===== src/rtl/seg_pkg.sv =====
// Shared definitions for the 7-segment scan path: scan state encoding and
// the electrical levels seen by the decoder and the board top.
package seg_pkg;

    typedef enum logic {
        ST_GUARD = 1'b0,
        ST_SHOW  = 1'b1
    } scan_state_t;

    // Common-anode display: anode enables are active low.
    localparam logic AN_ON  = 1'b0;
    localparam logic AN_OFF = 1'b1;

    // Level of the blank output that forces all segments off.
    localparam logic SEG_OFF = 1'b1;

    localparam logic [3:0] BCD_IDLE = 4'h0;

endpackage


===== src/rtl/seg_scan_ctrl_if.sv =====
// Value-load and display-drive bundle between a value producer and seg_scan_ctrl.
interface seg_scan_ctrl_if #(
    parameter int NUM_DIGITS = 4
);
    logic                    load;
    logic [4*NUM_DIGITS-1:0] value;
    logic [3:0]              bcd;
    logic [NUM_DIGITS-1:0]   an;
    logic                    blank;
    logic                    pending;
    logic                    frame_done;

    modport master (
        output load, value,
        input  bcd, an, blank, pending, frame_done
    );

    modport slave (
        input  load, value,
        output bcd, an, blank, pending, frame_done
    );
endinterface


===== src/rtl/seg_lz_mask.sv =====
// Leading-zero suppress mask: digit k (k>0) is suppressed when digits
// k..NUM_DIGITS-1 are all zero. Digit 0 is always shown.
module seg_lz_mask #(
    parameter int NUM_DIGITS = 4
) (
    input  logic [4*NUM_DIGITS-1:0] digits,
    output logic [NUM_DIGITS-1:0]   suppress
);
    genvar gi;
    generate
        for (gi = 0; gi < NUM_DIGITS; gi++) begin : g_mask
            if (gi == 0) begin : g_lsd
                assign suppress[gi] = 1'b0;
            end else begin : g_upper
                assign suppress[gi] = (digits[4*NUM_DIGITS-1:4*gi] == '0);
            end
        end
    endgenerate
endmodule


===== src/rtl/seg_scan_ctrl.sv =====
// Time-multiplexed scan controller for an N-digit common-anode display with
// guard intervals, frame-aligned value updates and leading-zero blanking.
module seg_scan_ctrl
    import seg_pkg::*;
#(
    parameter int NUM_DIGITS  = 4,
    parameter int REFRESH_DIV = 1000,
    parameter int GUARD_CYC   = 2,
    parameter int BLANK_LEAD  = 1
) (
    input  logic          clk,
    input  logic          rst,
    seg_scan_ctrl_if.slave bus
);
    localparam int VW      = 4 * NUM_DIGITS;
    localparam int CNT_MAX = (REFRESH_DIV > GUARD_CYC) ? REFRESH_DIV : GUARD_CYC;
    localparam int CNT_W   = (CNT_MAX > 1) ? $clog2(CNT_MAX) : 1;
    localparam int IDX_W   = $clog2(NUM_DIGITS);

    localparam logic [CNT_W-1:0] SHOW_LAST  = CNT_W'(REFRESH_DIV - 1);
    localparam logic [CNT_W-1:0] GUARD_LAST = CNT_W'((GUARD_CYC > 0) ? GUARD_CYC - 1 : 0);
    localparam logic [IDX_W-1:0] IDX_LAST   = IDX_W'(NUM_DIGITS - 1);

    scan_state_t           state_reg, state_next;
    logic [IDX_W-1:0]      idx_reg, idx_next;
    logic [CNT_W-1:0]      cnt_reg, cnt_next;
    logic [VW-1:0]         active_reg, active_next;
    logic [VW-1:0]         shadow_reg, shadow_next;
    logic                  pending_reg, pending_next;
    logic                  frame_done_reg, frame_done_next;
    logic [NUM_DIGITS-1:0] an_reg, an_next;
    logic [3:0]            bcd_reg, bcd_next;
    logic                  blank_reg, blank_next;
    logic                  boundary;

    logic [NUM_DIGITS-1:0] suppress;
    logic [3:0]            digit_next [NUM_DIGITS];

    // Mask and digit select follow the value that will be active after this edge,
    // so a frame-boundary update is visible on the very first digit of the new frame.
    seg_lz_mask #(.NUM_DIGITS(NUM_DIGITS)) u_lz_mask (
        .digits   (active_next),
        .suppress (suppress)
    );

    genvar gi;
    generate
        for (gi = 0; gi < NUM_DIGITS; gi++) begin : g_digit
            assign digit_next[gi] = active_next[4*gi +: 4];
        end
    endgenerate

    always_comb begin
        state_next = state_reg;
        idx_next   = idx_reg;
        cnt_next   = cnt_reg;
        boundary   = 1'b0;
        case (state_reg)
            ST_GUARD: begin
                if (GUARD_CYC == 0 || cnt_reg == GUARD_LAST) begin
                    state_next = ST_SHOW;
                    cnt_next   = '0;
                end else begin
                    cnt_next = cnt_reg + CNT_W'(1);
                end
            end
            ST_SHOW: begin
                if (cnt_reg == SHOW_LAST) begin
                    cnt_next   = '0;
                    boundary   = (idx_reg == IDX_LAST);
                    idx_next   = (idx_reg == IDX_LAST) ? '0 : idx_reg + IDX_W'(1);
                    state_next = (GUARD_CYC == 0) ? ST_SHOW : ST_GUARD;
                end else begin
                    cnt_next = cnt_reg + CNT_W'(1);
                end
            end
            default: state_next = ST_GUARD;
        endcase
    end

    // A load coinciding with the boundary bypasses the shadow entirely.
    always_comb begin
        active_next  = active_reg;
        shadow_next  = shadow_reg;
        pending_next = pending_reg;
        if (boundary) begin
            if (bus.load) begin
                active_next = bus.value;
            end else if (pending_reg) begin
                active_next = shadow_reg;
            end
            pending_next = 1'b0;
        end else if (bus.load) begin
            shadow_next  = bus.value;
            pending_next = 1'b1;
        end
    end

    always_comb begin
        an_next         = {NUM_DIGITS{AN_OFF}};
        blank_next      = SEG_OFF;
        bcd_next        = bcd_reg;
        frame_done_next = boundary;
        if (state_next == ST_SHOW) begin
            an_next[idx_next] = AN_ON;
            bcd_next          = digit_next[idx_next];
            blank_next        = (BLANK_LEAD != 0) && suppress[idx_next];
        end
    end

    always_ff @(posedge clk or posedge rst) begin
        if (rst) begin
            state_reg      <= ST_GUARD;
            idx_reg        <= '0;
            cnt_reg        <= '0;
            active_reg     <= '0;
            shadow_reg     <= '0;
            pending_reg    <= 1'b0;
            frame_done_reg <= 1'b0;
            an_reg         <= {NUM_DIGITS{AN_OFF}};
            bcd_reg        <= BCD_IDLE;
            blank_reg      <= SEG_OFF;
        end else begin
            state_reg      <= state_next;
            idx_reg        <= idx_next;
            cnt_reg        <= cnt_next;
            active_reg     <= active_next;
            shadow_reg     <= shadow_next;
            pending_reg    <= pending_next;
            frame_done_reg <= frame_done_next;
            an_reg         <= an_next;
            bcd_reg        <= bcd_next;
            blank_reg      <= blank_next;
        end
    end

    assign bus.bcd        = bcd_reg;
    assign bus.an         = an_reg;
    assign bus.blank      = blank_reg;
    assign bus.pending    = pending_reg;
    assign bus.frame_done = frame_done_reg;

endmodule


===== src/flat_wrapper.sv =====
// flat-port wrapper written by rule: the top's interface ports become plain ports
module seg_scan_ctrl_flat import seg_pkg::*;
#(
    parameter int NUM_DIGITS  = 4,
    parameter int REFRESH_DIV = 1000,
    parameter int GUARD_CYC   = 2,
    parameter int BLANK_LEAD  = 1
)
  (clk, rst, bus_load, bus_value, bus_bcd, bus_an, bus_blank, bus_pending, bus_frame_done);
  seg_scan_ctrl_if #(.NUM_DIGITS(NUM_DIGITS)) bus_i ();
  input  logic clk;
  input  logic rst;
  input wire logic [$bits(bus_i.load)-1:0] bus_load;
  input wire logic [$bits(bus_i.value)-1:0] bus_value;
  output wire logic [$bits(bus_i.bcd)-1:0] bus_bcd;
  output wire logic [$bits(bus_i.an)-1:0] bus_an;
  output wire logic [$bits(bus_i.blank)-1:0] bus_blank;
  output wire logic [$bits(bus_i.pending)-1:0] bus_pending;
  output wire logic [$bits(bus_i.frame_done)-1:0] bus_frame_done;
  assign bus_i.load = bus_load;
  assign bus_i.value = bus_value;
  assign bus_bcd = bus_i.bcd;
  assign bus_an = bus_i.an;
  assign bus_blank = bus_i.blank;
  assign bus_pending = bus_i.pending;
  assign bus_frame_done = bus_i.frame_done;
  seg_scan_ctrl #(.NUM_DIGITS(NUM_DIGITS), .REFRESH_DIV(REFRESH_DIV), .GUARD_CYC(GUARD_CYC), .BLANK_LEAD(BLANK_LEAD)) u_core (.clk(clk), .rst(rst), .bus(bus_i));
endmodule

===== config.mk =====
export PLATFORM = sky130hd
export DESIGN_NAME = seg_scan_ctrl_flat
export DESIGN_NICKNAME = d
export VERILOG_FILES = /design/src/rtl/seg_pkg.sv /design/src/rtl/seg_scan_ctrl_if.sv /design/src/rtl/seg_lz_mask.sv /design/src/rtl/seg_scan_ctrl.sv /design/src/flat_wrapper.sv
export SDC_FILE = /design/constraint.sdc
export NUM_CORES = 1
export LEC_CHECK = 0
export CAP_MARGIN = 20
export CELL_PAD_IN_SITES_DETAIL_PLACEMENT = 0
export CELL_PAD_IN_SITES_GLOBAL_PLACEMENT = 2
export CORE_ASPECT_RATIO = 0.7
export CORE_MARGIN = 2
export CORE_UTILIZATION = 33
export CTS_CLUSTER_SIZE = 16
export DETAILED_ROUTE_END_ITERATION = 7
export PLACE_DENSITY_LB_ADDON = 0.1
export SKIP_LAST_GASP = 1
export SLEW_MARGIN = 25
export SYNTH_ARGS = -nofsm -noshare
export SYNTH_HDL_FRONTEND = slang
export SYNTH_SLANG_ARGS = --single-unit

===== constraint.sdc =====
create_clock -name clk -period 2.39 [get_ports clk]
set_clock_uncertainty 0.15 [all_clocks]
set_input_delay 0.3585 -clock clk [delete_from_list [all_inputs] [get_ports clk]]
set_output_delay 0.3585 -clock clk [all_outputs]
set_load 0.03 [all_outputs]

==> metrics <==
Max-slew headroom=0.7046; startpoint types=flop; min Tclk post-route=2.371 ns; CTS HTree Levels=2; chip height=80.01 um; clock slew at reported path FFs=0.07 ns; antenna violations before repair=0; synth unique cells=between 50 and 60; status=complete, no violations; number of flops mapped to enable cells by yosys=0; maximum number of pins on one net before global-route repair=21; DRC Markers=0; drt initial violations=around 100; Initial Utilization=0.3431; Achievable Freq=421.7 MHz; Hold Crit Class=primary input to asynchronous set/reset pin; Port-buffer cells=29; R2R cell count=8; CTS tree=done; ys async rst share=1.000; utilization after layout=0.5043; RR Endpoint=u_core.bus.blank; IO Pins=30; final worst-path cycle share=0.9922; commonest non-fill, non-tap cell in the layout=buf_4; CTS Hold Bufs=0; Post-Syn Nets=275; post-DP HPWL=roughly 5200 um; final-report setup violation count=0; Synth Flop Type=dfrtp_1; RSZ-0062 raised after global routing=true; Synth Register Bits=56; Longest Clk Path Bufs=2; layout cells sized above 1=0.4064; Routed Antenna Nets=0; GR Util All Layers=0.1640; CP arrival=around 2.5 ns; Slew @ Worst Pin=0.4424 ns; Final Wtd Congestion=0.8375; row count=27; Post-Syn Area=0.002724 mm^2; via count=2187; TritonCTS buffer count=5; Clk Latency, worst-skew pair=approximately 0.29 ns; crit path from=u_core.cnt_reg[1]; crit-path max FO=7; root buf cell=clkbuf_16; Final Max Tran Viols=0; # Max-Cap Violations=0; die width=112.6 um; vias in the first global route=2159; Routed wire per std cell=16.04 um; Fill cells=753; Mapped Cells=253; register area=0.001408 mm^2; WS Path Type=flop to flop; die area=between 0.009 and 0.01 mm^2; Via density=4.937; Post-Syn Area per Cell=10.77 um^2; YS warnings=0; reg-to-reg critical path startpoint=u_core.cnt_reg[1]; maximum vdd drop=0.0003109 V; antenna fix cells=0; worst hold slack=0.2407 ns; Area Growth Syn to Fin=46.99%; Leak=1.765 nW; nets=363; core area=0.007939 mm^2; Critical Path RT=about 2.5 ns; Cell Pwr Density=approximately 460 mW/mm^2; most frequent cells in the layout=57 x buf_4, 51 x dfrtp_1, 33 x nor2_1; Multi-input gate area=roughly 0.0014 mm^2; final hold vios=0; first-pass GRT wire length=11470 um; register area share after synthesis=0.5168; critical path capture point type=flop; Remaining Overflow, GRT=0; clk sinks=56; Initial DRT Pass Iterations=4; WL final=7104 um; flop-to-flop setup slack=roughly 0.019 ns
==> worst max-delay path, cell delays in order (launching register included) <==
cell and delay [ns]:
dfrtp_1 0.37, ha_2 0.19, nand4_1 0.10, buf_4 0.17, buf_4 0.18, o41ai_2 0.30, o221ai_2 0.20, or4_4 0.52
o21ai_2 0.13
==> final cells by class <==
cell class / count / share of cell area
multi-input combinational: 163 / 0.3575
sequential: 56 / 0.3516
timing repair buffer: 92 / 0.2006
clock buffer: 7 / 0.03312
tap: 101 / 0.03156
inverter: 23 / 0.02344
clock inverter: 1 / 0.002187
==> cell families (layout without fill, tap and decap cells) <==
kind of cell             Yosys count  count (layout)  synth area share
adder cells (fa/ha/maj)            3               3           0.01378
buffers and inverters             34             123           0.05696
XOR/XNOR                           8               8           0.02572
multiplexers                      13              13           0.06201
flip-flops                        56              56            0.5168
AO/OA/AOI/OAI                     51              51            0.1594
AND/OR/NAND/NOR                   88              88            0.1654
==> metal layers <==
metal	wire [um]	GRT usage	share of wire
met1	3893	0.2633	0.55
met3	272	0.02961	0.038
met2	2901	0.2275	0.41
met4	37	0.02927	0.0052
met5	0	0	0
==> through the flow <==
step / setup TNS [ns] / total power, W / instances / setup slack, ns / instance area [um^2]
finish: 0 / 0.001857 / 443 / 0.01855 / 4004
global route: -0.2953 / 0.001951 / 443 / -0.08911 / 4004
CTS: -0.0006668 / 0.001878 / 432 / -0.0006668 / 3694
detailed placement: -0.8222 / 0.001143 / 424 / -0.2369 / 3488
global placement: -0.6836 / 0.001141 / 424 / -0.2182 / 3488
floorplan: 0 / 0.001072 / 253 / 0.1155 / 2724
==> worst max-delay path by stage <==
stage | to | slack (ns) | cells after the start
6_report | u_core.bus.blank | 0.02 | 8
5_1_grt | u_core.bus.blank | -0.09 | 8
4_1_cts | u_core.bus.bcd[0] | -0.0007 | 8
3_5_place_dp | u_core.bus.blank | -0.24 | 9
3_3_place_gp | u_core.bus.blank | -0.22 | 9
2_1_floorplan | u_core.bus.bcd[1] | 0.12 | 9
==> repair_timing <==
item / in CTS / in global routing
pin swaps: 0 / 24
setup buffers: 0 / 11
gates resized for setup: 11 / 39
gates cloned: 0 / 0
setup endpoints to repair: 4 / 5
==> synthesized netlist by cell type, types with 5 or more instances <==
master / instances / area share
dfrtp_1: 51 / 0.47
nor2_1: 35 / 0.048
inv_1: 21 / 0.029
nand2_1: 18 / 0.025
mux2_2: 11 / 0.045
o22ai_1: 9 / 0.021
nand3_1: 8 / 0.015
buf_2: 6 / 0.011
nor4_1: 6 / 0.014
o21ai_0: 6 / 0.011
dfstp_2: 5 / 0.048
xnor2_1: 5 / 0.016
==> power by group <==
group | switching (W) | leakage [nW] | internal [W]
Sequential | 0.0000142 | 0.690 | 0.000975
Clock | 0.000336 | 0.0681 | 0.000393
Combinational | 0.0000700 | 1.01 | 0.0000690
(Power assumes the default switching activity.)
